File: src/rtl/mem_load_sequencer_pkg.sv
// Shared load-path definitions: load type codes, sequencer state encoding,
// and the alignment legality rule used by the sequencer.
package mem_load_sequencer_pkg;

    localparam logic [1:0] LT_WORD = 2'b00;
    localparam logic [1:0] LT_HALF = 2'b01;
    localparam logic [1:0] LT_BYTE = 2'b10;

    typedef enum logic [1:0] {
        S_IDLE = 2'b00,
        S_WAIT = 2'b01,
        S_DONE = 2'b10,
        S_ERR  = 2'b11
    } seq_state_e;

    // Type 2'b11 falls into the word rule, so it is checked like a word load.
    function automatic logic is_misaligned(input logic [1:0] lt, input logic [1:0] off);
        case (lt)
            LT_HALF: is_misaligned = off[0];
            LT_BYTE: is_misaligned = 1'b0;
            default: is_misaligned = (off != 2'b00);
        endcase
    endfunction

endpackage

File: src/rtl/mem_load_sequencer_lane_align.sv
// Combinational lane aligner: moves the addressed halfword/byte of a
// little-endian read word into the top bits, zero-filling below it.
module load_lane_align
    import mem_load_sequencer_pkg::*;
(
    input  logic [31:0] rdata_i,
    input  logic [1:0]  type_i,
    input  logic [1:0]  offset_i,
    output logic [31:0] aligned_o
);

    logic [15:0] half_sel;
    logic [7:0]  byte_sel;

    // Byte lane k lives at bits 8k+7:8k; halfword lane uses offset bit 1 only.
    assign half_sel = rdata_i[{offset_i[1], 4'b0000} +: 16];
    assign byte_sel = rdata_i[{offset_i, 3'b000} +: 8];

    always_comb begin
        aligned_o = rdata_i;
        case (type_i)
            LT_HALF: aligned_o = {half_sel, 16'h0000};
            LT_BYTE: aligned_o = {byte_sel, 24'h000000};
            default: aligned_o = rdata_i;
        endcase
    end

endmodule

File: src/rtl/mem_load_sequencer.sv
// Multicycle load front-end: issues a word-aligned read, waits a fixed
// latency, captures and lane-aligns the result for the load mask.
module mem_load_sequencer
    import mem_load_sequencer_pkg::*;
#(
    parameter int unsigned MEM_LATENCY = 2
) (
    input  logic        clk_i,
    input  logic        reset_i,
    input  logic        start_i,
    input  logic [31:0] addr_i,
    input  logic [1:0]  load_type_i,
    output logic [31:0] mem_addr_o,
    output logic        mem_wr_o,
    input  logic [31:0] mem_rdata_i,
    output logic [31:0] mdr_out_o,
    output logic [1:0]  ct_out_o,
    output logic        busy_o,
    output logic        done_o,
    output logic        misaligned_o
);

    localparam int CW = ($clog2(MEM_LATENCY + 1) < 1) ? 1 : $clog2(MEM_LATENCY + 1);
    localparam logic [CW-1:0] CNT_INIT = CW'(MEM_LATENCY - 1);

    seq_state_e     state_q;
    logic [31:2]    addr_q;
    logic [1:0]     type_q;
    logic [1:0]     off_q;
    logic [CW-1:0]  cnt_q;
    logic [31:0]    mdr_q;
    logic [31:0]    mdr_d;
    logic [1:0]     ct_q;
    logic           busy_q;
    logic           done_q;
    logic           misaligned_q;

    load_lane_align u_align (
        .rdata_i   (mem_rdata_i),
        .type_i    (type_q),
        .offset_i  (off_q),
        .aligned_o (mdr_d)
    );

    always_ff @(posedge clk_i) begin
        if (reset_i) begin
            state_q      <= S_IDLE;
            addr_q       <= '0;
            type_q       <= LT_WORD;
            off_q        <= 2'b00;
            cnt_q        <= '0;
            mdr_q        <= '0;
            ct_q         <= LT_WORD;
            busy_q       <= 1'b0;
            done_q       <= 1'b0;
            misaligned_q <= 1'b0;
        end else begin
            done_q       <= 1'b0;
            misaligned_q <= 1'b0;
            case (state_q)
                S_IDLE: begin
                    if (start_i) begin
                        addr_q <= addr_i[31:2];
                        type_q <= load_type_i;
                        off_q  <= addr_i[1:0];
                        busy_q <= 1'b1;
                        if (is_misaligned(load_type_i, addr_i[1:0])) begin
                            state_q      <= S_ERR;
                            misaligned_q <= 1'b1;
                        end else begin
                            state_q <= S_WAIT;
                            cnt_q   <= CNT_INIT;
                        end
                    end
                end
                S_WAIT: begin
                    if (cnt_q != '0) begin
                        cnt_q <= cnt_q - 1'b1;
                    end else begin
                        mdr_q   <= mdr_d;
                        ct_q    <= type_q;
                        done_q  <= 1'b1;
                        state_q <= S_DONE;
                    end
                end
                // DONE and ERR each last exactly one cycle; start is not sampled here.
                S_DONE, S_ERR: begin
                    busy_q  <= 1'b0;
                    state_q <= S_IDLE;
                end
                default: begin
                    busy_q  <= 1'b0;
                    state_q <= S_IDLE;
                end
            endcase
        end
    end

    assign mem_addr_o   = {addr_q, 2'b00};
    assign mem_wr_o     = 1'b0;
    assign mdr_out_o    = mdr_q;
    assign ct_out_o     = ct_q;
    assign busy_o       = busy_q;
    assign done_o       = done_q;
    assign misaligned_o = misaligned_q;

endmodule
File: config.mk
export PLATFORM = sky130hd
export DESIGN_NAME = mem_load_sequencer
export DESIGN_NICKNAME = d
export VERILOG_FILES = /design/src/rtl/mem_load_sequencer_pkg.sv /design/src/rtl/mem_load_sequencer_lane_align.sv /design/src/rtl/mem_load_sequencer.sv
export SDC_FILE = /design/constraint.sdc
export NUM_CORES = 1
export LEC_CHECK = 0
export CAP_MARGIN = 20
export CORE_AREA = 2 2 86 88
export DETAILED_ROUTE_END_ITERATION = 8
export DIE_AREA = 0 0 88 90
export GPL_TIMING_DRIVEN = 0
export PLACE_DENSITY_LB_ADDON = 0.2
export SLEW_MARGIN = 10
export SYNTH_ARGS = -nofsm -noshare
export SYNTH_HDL_FRONTEND = slang
export SYNTH_SLANG_ARGS = --single-unit
File: constraint.sdc
create_clock -name clk_i -period 4.13 [get_ports clk_i]
set_clock_uncertainty 0.1 [all_clocks]
set_input_delay 0.413 -clock clk_i [delete_from_list [all_inputs] [get_ports clk_i]]
set_output_delay 0.413 -clock clk_i [all_outputs]
set_load 0.03 [all_outputs]
# Word-level counts from Yosys, hierarchy flattened

Index checks and enable logic that the tools add are counted.

Register bits after elaboration: 75
Output and inout port bits: 70
Logic and storage cells: 58

Shift operators: 2
Muxes and demuxes: 17
Add/subtract/negate cells: 1
Bitwise gates (word level): 4
Eq/ne operators: 11
Reduce and logical (&&, ||, !) cells: 13

Operators by type and width:

| operator              | number |
|---|---|
| $pmux W32 S2          | 1 |
| $shiftx A32 B6 Y16    | 1 |
| $shiftx A32 B6 Y8     | 1 |
| $mux W2               | 6 |
| $eq A2 B2 Y1 const B  | 4 |
| $ne A2 B2 Y1 const B  | 4 |
| $reduce_and A2 Y1     | 4 |
| $reduce_bool A2 Y1    | 4 |
| $eq A2 B1 Y1 const B  | 3 |
| $mux W1               | 6 |
| $pmux W2 S3           | 1 |
| $not A1 Y1            | 4 |
| $pmux W1 S2           | 2 |
| $pmux W2 S2           | 1 |
| $reduce_and A4 Y1     | 1 |
| $reduce_or A2 Y1      | 2 |
| $reduce_or A3 Y1      | 1 |
| $logic_not A2 Y1      | 1 |
| $sub A2 B1 Y2 const B | 1 |

# Logic depth before layout (Yosys ltp)

Depth after elaboration: 8
Depth in mapped cells: 7
Depth with buffers taken out: 6

# By module

Synthesis repeated with hierarchy kept, for this count alone.

Cell total of the unflattened synthesis: 374
Area total of the unflattened synthesis: 3378.2 um^2

By module, submodules not included:

| module             | seq. area each (um^2) | area each (um^2) | times used | cells each |
|---|---|---|---|---|
| mem_load_sequencer | 1501.4                | 2800.2           | 1          | 301 |
| load_lane_align    | 0.0                   | 578.1            | 1          | 73 |

# Worst setup path after synthesis

No wires, ideal clock.

Kind: input to register
From: in load_type_i[1]
To: reg cnt_q[1]
Setup slack: 2.446 ns
Arrival: 1.514 ns
Stages: 6
Library setup time: 0.070 ns
Cells stage by stage: inv_1 ha_1 a21oi_1 nor4_1 or4_1 a21oi_1

Longest elaborated chain between the ends: 7

Ends and longest elaborated chain:

| what                                         | RTL line                     | source |
|---|---|---|
| start, declared                              | mem_load_sequencer.sv:12     | `input logic [1:0] load_type_i,` |
| $eq A2 B2 Y1 or $eq A2 B1 Y1 (tied branches) | mem_load_sequencer_pkg.sv:18 | `case (lt)` |
| $pmux W1 S2 *                                | mem_load_sequencer_pkg.sv:18 |  |
| $mux W1 *                                    | mem_load_sequencer.sv:62     | `if (start_i) begin` |
| $mux W1 *                                    | mem_load_sequencer.sv:60     | `case (state_q)` |
| $mux W1 *                                    | mem_load_sequencer.sv:46     | `if (reset_i) begin` |
| $ne A2 B2 Y1 (no source line) *              | --                           |  |
| $reduce_and A4 Y1 (no source line) *         | --                           |  |
| end signal, assigned                         | mem_load_sequencer.sv:78     | `cnt_q <= cnt_q - 1'b1;` |
| end, declared                                | mem_load_sequencer.sv:30     | `logic [CW-1:0] cnt_q;` |

Mark *: on every way between the ends. The rest lies on a longest branch, timed or not. The select of a mux whose other input is x is not followed.
A chain may end at the register's enable or synchronous reset.

# Final worst setup path

From: reg type_q[0]
To: reg mdr_q[26] (netlist: mdr_out_o[26])

Longest elaborated chain between the ends: 2

Ends and longest elaborated chain:

| what                                         | RTL line                            | source |
|---|---|---|
| start, declared                              | mem_load_sequencer.sv:28            | `logic [1:0] type_q;` |
| start signal, assigned                       | mem_load_sequencer.sv:64            | `type_q <= load_type_i;` |
| $eq A2 B2 Y1 or $eq A2 B1 Y1 (tied branches) | mem_load_sequencer_lane_align.sv:21 | `case (type_i)` |
| $pmux W32 S2 *                               | mem_load_sequencer_lane_align.sv:21 |  |
| end signal, assigned                         | mem_load_sequencer.sv:80            | `mdr_q <= mdr_d;` |
| end, declared                                | mem_load_sequencer.sv:31            | `logic [31:0] mdr_q;` |

Mark *: on every way between the ends. The rest lies on a longest branch, timed or not.

==> impl_metrics.json <==
{
  "place_ws_ns": 1.828,
  "cts_resized": 0,
  "dieArea_mm2": 0.007920,
  "antenna_found_initial": 0,
  "synthTopCellsByArea": "dfxtp_1, nand2_1, a21oi_1, mux2i_1, a22o_1",
  "cp_max_fo": 10,
  "relSlewSlack": 0.5216,
  "yosys_warnings": 0,
  "routedWlPerCell_um": 14.99,
  "row_count": 31,
  "post-route-period-util": 0.5087,
  "clock_latency_ns": 0.34,
  "power.leakage_nw": 1.716,
  "ys.flop_type": "dfxtp_1",
  "rsz0062_at_grt": "false",
  "maxSlewViolCount": 0,
  "hold_violations": 0,
  "min_period_ns": 2.101,
  "max_freq_mhz": 475.9,
  "crit_path_end_kind": "flop",
  "async_flop_share": 0,
  "cts_root_buf": "clkbuf_8",
  "arrival_ns": 2.21,
  "die-height_um": 90,
  "yosys.area.top_type": "dfxtp_1",
  "finalWirelength_mm": 8.951,
  "start_util": 0.4366,
  "core_area_mm2": 0.007020,
  "grt_max_degree": 13,
  "required_ns": 4.24,
  "grt_pass1_vias": 3023,
  "cts_tree": "built",
  "post-route-util": 0.6719,
  "status": "complete, no violations",
  "grt_use_total": 0.2326,
  "synth_edf_count": 0,
  "nets": 566,
  "die_x_um": 88,
  "routabilityCongestion": 0.7929,
  "power_density_mw_per_mm2": 387.3,
  "overflow": 0,
  "syn_avg_cell_area_um2": 8.860,
  "grt_pass1_wl_mm": 14.55,
  "irDropWorstVdd_v": 0.0002361,
  "drc": 0,
  "ctsHoldBuffers": 0,
  "synth-seq-area-share": 0.4898,
  "startpoint_type": "flop",
  "netlist_instances": 346,
  "ys_ff_latch": 75,
  "routed_via_density": 5.069,
  "post-dp-hpwl_mm": 6.656,
  "cts_max_level": 3,
  "synthesis.area_mm2": 0.003065,
  "io_buffer_count": 134,
  "post_cts_buffers": 0,
  "drv_cap": 0,
  "synth_top_area_share": 0.4898,
  "syn2layout_area_growth_pct": 53.88,
  "cts.path.max_buffers": 2,
  "cts_made_buffers": 9,
  "layout-drive-gt1-share": 0.07028,
  "ios": 139,
  "hold_class": "reg -> reg",
  "diodes": 0,
  "netlist-cell-type-count": 39,
  "path_clk_slew_ns": 0.07,
  "fin_ws_ns": 2.029,
  "drt_iter0_drc": 167,
  "via_count": 3026,
  "setup_viol": 0,
  "clock-sinks": 75,
  "drtPass1Iterations": 4,
  "antenna_left": 0,
  "setup_tns_ns": 0,
  "tightest_slew_ns": 0.7176,
  "worst-setup-path-type": "reg -> reg"
}
placed cells by master, fill, tap and decap left out, drive strengths merged:
cell / Yosys / routed
inv: 5 / 6
clkdlybuf4s50: 0 / 134
dfxtp: 75 / 75
nand2: 79 / 79
nor3: 10 / 10
buf: 16 / 16
mux2i: 16 / 16
nand2b: 4 / 4
a221oi: 7 / 7
o211ai: 2 / 2
ha: 4 / 4
a21oi: 43 / 43
o31ai: 1 / 1
a22o: 16 / 16
or3: 1 / 1
nor3b: 1 / 1
nor2: 20 / 20
and2: 3 / 3
nor4: 3 / 3
a32oi: 1 / 1
o21ai: 7 / 7
or2b: 1 / 1
or4: 1 / 1
conb: 1 / 3
a211oi: 6 / 6
clkinv: 1 / 4
o22ai: 1 / 1
a21o: 1 / 1
nor2b: 1 / 1
clkbuf: 12 / 24
o221ai: 7 / 7
layer usage:
layer	GRT usage	vias up	wire, um
met3	0.08815	21	821
met5	0	-	0
met4	0.09103	0	227
met2	0.3573	129	4069
li1	-	1495	-
met1	0.2923	1381	3832
power by group:
| group | internal [mW] | switching [mW] |
|---|---|---|
| clock | 0.250 | 0.261 |
| combinational | 0.224 | 0.281 |
| sequential | 0.779 | 0.0315 |
| total | 1.25 | 0.573 |
Yosys cell counts, types with 5 or more instances:
library cell and number:
nand2_1 78, dfxtp_1 75, a21oi_1 43, nor2_1 19, a22o_1 16, mux2i_1 16
clkbuf_1 12, nor3_1 9, a221oi_1 7, o221ai_1 7, buf_4 5, buf_6 5
inv_1 5
cells by family (layout without fill, tap and decap cells):
| kind of cell | Yosys count | count (layout) | share of synthesized area |
|---|---|---|---|
| AND/OR/NAND/NOR | 124 | 124 | 0.1788 |
| AO/OA/AOI/OAI | 92 | 92 | 0.2000 |
| flip-flops | 75 | 75 | 0.4898 |
| buffers and inverters | 34 | 184 | 0.06163 |
| multiplexers | 16 | 16 | 0.05224 |
| adder cells (fa/ha/maj) | 4 | 4 | 0.01633 |
| other | 1 | 3 | 0.001223 |
critical path, stage by stage, from the launching register on:
cell	delay (ns)
dfxtp_1	0.40
inv_1	0.07
ha_1	0.33
clkinv_1	0.27
clkbuf_1	0.32
o21ai_0	0.37
a211oi_2	0.11
stage by stage:
step / hold slack [ns] / instances / power, mW / cell area (um^2)
after floorplan: 0.3446 / 348 / 1.108 / 3073
after global placement: 0.3409 / 581 / 1.321 / 4538
after detailed placement: 0.3470 / 581 / 1.330 / 4538
after CTS: 0.3572 / 597 / 1.837 / 4717
after global routing: 0.3751 / 597 / 1.916 / 4717
final: 0.3563 / 597 / 1.827 / 4717
area by class of cell:
cell class                 instances  area [um^2]
buffer                            28        166.4
clock buffer                      12        155.1
clock inverter                     4        23.77
fill                             585         2303
inverter                           6        22.52
multi-input combinational        239         1383
sequential                        75         1501
tap                               99        123.9
timing repair buffer             134         1341
path summary, 6_finish.rpt:
path / slack [ns] / end / cells past startpoint / from
min reg2reg: 0.36 / addr_q[8] / 2 / addr_q[8]
max: 2.03 / mdr_out_o[26] / 6 / type_q[0]
min: 0.36 / addr_q[8] / 2 / addr_q[8]
max reg2reg: 2.03 / mdr_out_o[26] / 6 / type_q[0]
flip-flops by register name, indices dropped and copies added (netlist names):
name and count:
done_o 1, misaligned_o 1, cnt_q 2, addr_q 30, type_q 2, busy_o 1, mdr_out_o 32, off_q 2
ct_out_o 2, state_q 2
(Power assumes the default switching activity.)
